<file path="config.mk">
export PLATFORM = sky130hd
export DESIGN_NAME = fetch_unit
export DESIGN_NICKNAME = d
export VERILOG_FILES = /design/src/rtl/fetch_unit.sv
export SDC_FILE = /design/constraint.sdc
export NUM_CORES = 1
export LEC_CHECK = 0
export ABC_AREA = 1
export CORE_MARGIN = 4
export CORE_UTILIZATION = 46
export CTS_CLUSTER_DIAMETER = 40
export CTS_CLUSTER_SIZE = 40
export DETAILED_ROUTE_END_ITERATION = 6
export GPL_ROUTABILITY_DRIVEN = 0
export PLACE_DENSITY = 0.88
export SLEW_MARGIN = 30
export SYNTH_ARGS = -nofsm -noshare
export SYNTH_HDL_FRONTEND = slang
export SYNTH_SLANG_ARGS = --single-unit
export TNS_END_PERCENT = 20
</file>
<file path="constraint.sdc">
create_clock -name clk -period 2.8 [get_ports clk]
set_input_delay 0.56 -clock clk [delete_from_list [all_inputs] [get_ports clk]]
set_output_delay 0.56 -clock clk [all_outputs]
set_load 0.02 [all_outputs]
</file>
<file path="src/rtl/fetch_unit.sv">
// Fetch-stage front end: owns the PC, runs a single-outstanding request/response
// handshake with instruction memory, and presents InstrF/PCF/PCPlus4F to decode.
module fetch_unit #(
    parameter logic [31:0] RESET_PC = 32'h0000_0000,
    parameter logic [31:0] NOP      = 32'h0000_0013
) (
    input  logic        clk,
    input  logic        reset,
    input  logic        StallF,
    input  logic        PCSrcE,
    input  logic [31:0] PCTargetE,
    output logic        imem_req,
    output logic [31:0] imem_addr,
    input  logic        imem_valid,
    input  logic [31:0] imem_rdata,
    output logic [31:0] InstrF,
    output logic [31:0] PCF,
    output logic [31:0] PCPlus4F,
    output logic        BusyF
);

    typedef enum logic [1:0] {
        IDLE,
        WAIT,
        HOLD,
        DISCARD
    } state_e;

    state_e      state_q, state_d;
    logic [31:0] pc_q, pc_d;
    logic [31:0] instr_q, instr_d;
    logic [31:0] pc_plus4;
    logic [31:0] next_pc;
    logic        req_c;
    logic [31:0] addr_c;

    assign pc_plus4 = pc_q + 32'd4;
    assign next_pc  = PCSrcE ? PCTargetE : pc_plus4;

    // NOTE: sequential state uses non-blocking assignments so every register
    // samples the pre-edge values computed by the combinational block.
    always_ff @(posedge clk) begin
        if (reset) begin
            state_q <= IDLE;
            pc_q    <= RESET_PC;
            instr_q <= NOP;
        end else begin
            state_q <= state_d;
            pc_q    <= pc_d;
            instr_q <= instr_d;
        end
    end

    // NOTE: every signal written here gets a default first, so no path can
    // leave one unassigned and infer a latch.
    always_comb begin
        state_d = state_q;
        pc_d    = pc_q;
        instr_d = instr_q;
        req_c   = 1'b0;
        addr_c  = 32'd0;

        unique case (state_q)
            IDLE: begin
                if (PCSrcE) begin
                    pc_d = next_pc;
                end else begin
                    req_c   = 1'b1;
                    addr_c  = pc_q;
                    state_d = WAIT;
                end
            end

            WAIT: begin
                if (imem_valid) begin
                    if (PCSrcE) begin
                        pc_d    = next_pc;
                        state_d = IDLE;
                    end else begin
                        instr_d = imem_rdata;
                        state_d = HOLD;
                    end
                end else if (PCSrcE) begin
                    pc_d    = next_pc;
                    state_d = DISCARD;
                end
            end

            HOLD: begin
                // A redirect kills the held instruction even while decode stalls.
                if (PCSrcE) begin
                    pc_d    = next_pc;
                    instr_d = NOP;
                    state_d = IDLE;
                end else if (!StallF) begin
                    pc_d    = next_pc;
                    req_c   = 1'b1;
                    addr_c  = pc_plus4;
                    state_d = WAIT;
                end
            end

            DISCARD: begin
                if (PCSrcE) begin
                    pc_d = next_pc;
                end
                if (imem_valid) begin
                    state_d = IDLE;
                end
            end

            default: ;
        endcase
    end

    // The request is suppressed while reset is held, whatever state it interrupts.
    assign imem_req  = req_c & ~reset;
    assign imem_addr = reset ? 32'd0 : addr_c;

    assign PCF      = pc_q;
    assign PCPlus4F = pc_plus4;
    assign InstrF   = (state_q == HOLD) ? instr_q : NOP;
    assign BusyF    = (state_q != HOLD);

endmodule

</file>
Word-level counts from Yosys, hierarchy flattened
Cells that the tools add are included.

word-level totals
  bits of input ports = 69
  logic and storage cells = 51
  flip-flop bits (word level) = 66
  output and inout port bits = 130

operators by class
  $add $sub $neg = 1
  reductions and logical operators = 6
  mux-type cells = 27
  equal/unequal tests = 12
  bitwise operators = 2

operators by type and width
  cell                                                  count
  2-to-1 mux 32 bit                                     12
  case mux 32 bit (2 select lines)                      3
  adder 32 x 3 -> 32 bit (second input constant)        1
  2-to-1 mux 2 bit                                      7
  != test 2 bit (second input constant)                 6
  case mux 2 bit (4 select lines)                       1
  AND reduction 4 bit                                   2
  != test 3 bit (second input constant)                 2
  equality test 2 bit (second input constant)           2
  2-to-1 mux 1 bit                                      3
  OR reduction 3 bit                                    1
  equality test 2 x 1 -> 1 bit (second input constant)  1
  logical NOT 2 bit                                     1
  != test 2 x 1 -> 1 bit (second input constant)        1
  case mux 1 bit (2 select lines)                       1
  AND reduction 2 bit                                   1
  nonzero test 2 bit                                    1
  bitwise AND 1 bit                                     1
  inverter 1 bit                                        1

Logic depth before layout (Yosys ltp)
  depth after elaboration = 5
  gate-level depth with buffers = 10
  gate-level depth less buffers = 10

Worst setup path after synthesis
Ideal clock, no wire load.

  path type = register to output
  start point = register pc_q[3] (netlist: PCF[3])
  end point = output port imem_addr[8]
  data arrival time = 2010 ps
  data required time = 2240 ps
  cell stages (with the launch flop) = 8
  slack = 230 ps
  path buffers = 0
  cells stage by stage = dfxtp_1 ha_1 nand2_1 nor2_4 nand2_1 xnor2_1 nand2_1 a21oi_1

between the ends
  cells in the longest elaborated chain, start to end = 5

ends and longest elaborated chain
  item                              RTL line  RTL
  start: declaration                30        logic [31:0] pc_q, pc_d;
  start signal: assignment          49        pc_q <= pc_d;
  adder 32 x 3 -> 32 bit            37        assign pc_plus4 = pc_q + 32'd4;
  named net PCPlus4F[8]             18        output logic [31:0] PCPlus4F,
  2-to-1 mux 32 bit                 95        end else if (!StallF) begin
  2-to-1 mux 32 bit                 91        if (PCSrcE) begin
  case mux 32 bit (2 select lines)  63        unique case (state_q)
  2-to-1 mux 32 bit                 118       assign imem_addr = reset ? 32'd0 : addr_c;
  end: declaration                  13        output logic [31:0] imem_addr,

The timed path passes the listed nets, and every way through them passes these cells.

Worst setup path in the final report
  start point = register pc_q[2] (netlist: PCF[2])
  end point = output port imem_addr[20]

between the ends
  cells in the longest elaborated chain, start to end = 5

ends and longest elaborated chain
  item                              RTL line
  adder 32 x 3 -> 32 bit            37
  2-to-1 mux 32 bit                 95
  2-to-1 mux 32 bit                 91
  case mux 32 bit (2 select lines)  63
  2-to-1 mux 32 bit                 118

No other way between the ends.

==> run_results.csv <==
group,metric,value,unit
outcome,outcome,"completed",
place,place_ws,-219,ps
floorplanning,die-area,0.0111,mm²
sta,skew,14.0,ps
yosys,synth-edff-count,0,
yosys,netlist_instances,690,
sta,max_slew_margin,0.647,
place,dp_hpwl,11.6,mm
yosys,synth.top_cell.area_share,0.304,
power_and_ir_drop,peakVddDrop,0.000275,V
grt,grt_pass1_vias,5303,
clocking,clock_path_buffers,2,
grt,grt_pass1_wl,25.2,mm
sta,hold_viol,0,
clocking,cts_tree,"done",
worst_setup_path,worstSetupStartpointType,"flop",
sta,fmax,0.365,GHz
floorplanning,initial_utilization,0.472,
sta,rsz0062_at_grt,"true",
place,port_buffers,198,
worst_setup_path,required,2240,ps
yosys,synth_cell_types,31,
sta,setup_viol,0,
worst_setup_path,r2r-start,"PCF[2]",
power_and_ir_drop,powerDensity,442,mW/mm²
layout,areaGrowthSynthToFinish,58.0,%
yosys,synth_top_area_cell,"dfxtp_1",
floorplanning,rows,35,
clocking,cts_buffers,9,
floorplanning,die_y,105,µm
floorplanning,coreArea,0.00920,mm²
clocking,cts_sinks,66,
hold_path,worstHoldStart,"instr_q[0]",
sta,drv_slew,0,
power_and_ir_drop,total_leakage_power,2.89,nW
worst_setup_path,r2r_end,"PCF[20]",
floorplanning,io_pins,199,
worst_setup_path,critPathMaxFanout,4,
sta,whs,480,ps
hold_path,worstHoldPathType,"reg -> reg",
grt,grt_usage,0.275,
layout,fill_cells,673,
yosys,synth_area_leaders,"dfxtp_1 30%, nand2_1 15%, a21oi_1 9.7%",
route,drc,0,
yosys,ys_async_sr_fraction,0,
yosys,synth_area,0.00434,mm²
worst_setup_path,critPathArrivalTime,2180,ps
clocking,clkSlewWorstSetupHoldPaths,90,ps
sta,tightest_slew,529,ps
route,via_per_inst,5.19,
clocking,clockRootBuffer,"clkbuf_8",
worst_setup_path,critPathCapture,"imem_addr[20]",
worst_setup_path,path_class,"reg -> out",
place,placed_area,0.00672,mm²
worst_setup_path,r2r_cells,11,
layout,multi_input_area,0.00252,mm²
grt,antenna_found_initial,0,
sta,period_share,0.978,
layout,drive_above_1_share,0.187,
route,dr.pass1.iters,5,
route,post_drt_wl_per_cell,14.9,µm
route,num_vias,5344,
floorplanning,die_w,105,µm
sta,fin_crit,2740,ps
yosys,yosys-top-cells-count,"175 x nand2_1, 87 x inv_1, 84 x a21oi_1",
yosys,syn_avg_cell_area,6.29,µm²
layout,fin_area,0.00686,mm²
worst_setup_path,cp-startpoint,"PCF[2]",
layout,antennaDiodeCount,0,
yosys,seq_area_frac_synth,0.304,
route,final_antenna_net_count,0,
yosys,synth_most_common_cell,"nand2_1",
worst_setup_path,end_kind,"output pin",
power_and_ir_drop,p_total,3.03,mW
grt,grt_max_degree,65,
route,drt_wl_total,15.4,mm
grt,grt-ovfl-total,0,
yosys,ys_ff_latch,66,
flow_run,max-cap-violations,0,
route,first_iter_violations,313,
layout,utilization,0.746,
layout,fin_nets,984,
yosys,synth_top_flop_cell,"dfxtp_1",
worst_setup_path,r2r_slack,890,ps
yosys,synth_nets,760,
clocking,clkLatencyLatePin,350,ps
clocking,h-tree-depth,3,
yosys,yosys_warnings,0,
layout,area.sequential,0.00133,mm²
sta,setup_slack,60.7,ps
worst max-delay path: stages, from the launching register on:
cell	delay, ps
dfxtp_2	350
ha_2	190
nand2_1	90
nor2_4	170
nand2_4	120
nor2_4	200
buf_4	160
nand3_2	70
nand2_2	110
nand2_1	90
a21oi_2	150
buf_6	130
registers in the layout, summed over array words and instances (netlist names):
name     cells
PCF         32
instr_q     32
state_q      2
power by group:
group / switching, mW / internal, mW / total (mW)
sequential: 0.0654 / 1.04 / 1.10
clock: 0.432 / 0.337 / 0.768
combinational: 0.670 / 0.490 / 1.16
per-stage QoR:
stage / TNS (ps) / instances
CTS: -256 / 1028
finish: 0 / 1030
detailed placement: -5800 / 1012
floorplan: 0 / 690
global placement: -4770 / 1012
global route: -106 / 1030
cell type report:
class,count,area share
clock buffers,9,0.0181
clock inverters,7,0.00876
flip-flops and latches,66,0.194
well taps,111,0.0203
multi-input cells,495,0.368
repair buffers,251,0.341
inverters,91,0.0498
cell families (layout without fill, tap and decap cells):
family | Yosys count | count (layout) | share of synthesized area
simple gates | 356 | 356 | 0.380
buf+inv | 129 | 358 | 0.120
compound gates | 123 | 123 | 0.150
flops | 66 | 66 | 0.304
xor+xnor | 15 | 15 | 0.0424
fa+ha+maj | 1 | 1 | 0.00288
how the worst min path moves through the flow:
stage,to,slack (ps),depth (start not counted)
after detailed placement,instr_q[0],460,2
final,instr_q[0],480,2
after global placement,instr_q[4],460,2
after CTS,instr_q[0],480,2
after floorplan,instr_q[0],440,2
after global routing,instr_q[4],510,2
routing by layer:
layer,vias to the layer above,global-route usage,routed length [µm]
met4,0,0.135,615
met3,57,0.0618,1340
li1,2595,-,-
met1,2385,0.326,6060
met2,307,0.467,7370
met5,-,0,0
repair_timing:
action,in CTS,in global routing
hold buffers,0,0
pin swaps,1,3
hold endpoints to repair,0,0
endpoints found under the setup margin,56,37
buffers inserted,0,2
gates resized for setup,64,53
placed cells by master (no fill, tap or decap), drive strengths merged:
cell and count:
clkdlybuf4s50 141, nand2 183, dlymetal6s2s 7, nand3 52, a21oi 86, dfxtp 66
clkinvlp 3, o211ai 2, xnor2 5, nor2 80, a31oi 7, inv 95
ha 1, clkbuf 23, o21ai 24, buf 57, dlygate4sd2 26, clkdlybuf4s15 6
o221ai 1, or2 32, and2 9, o22ai 3, xor2 10
(Power assumes the default switching activity.)
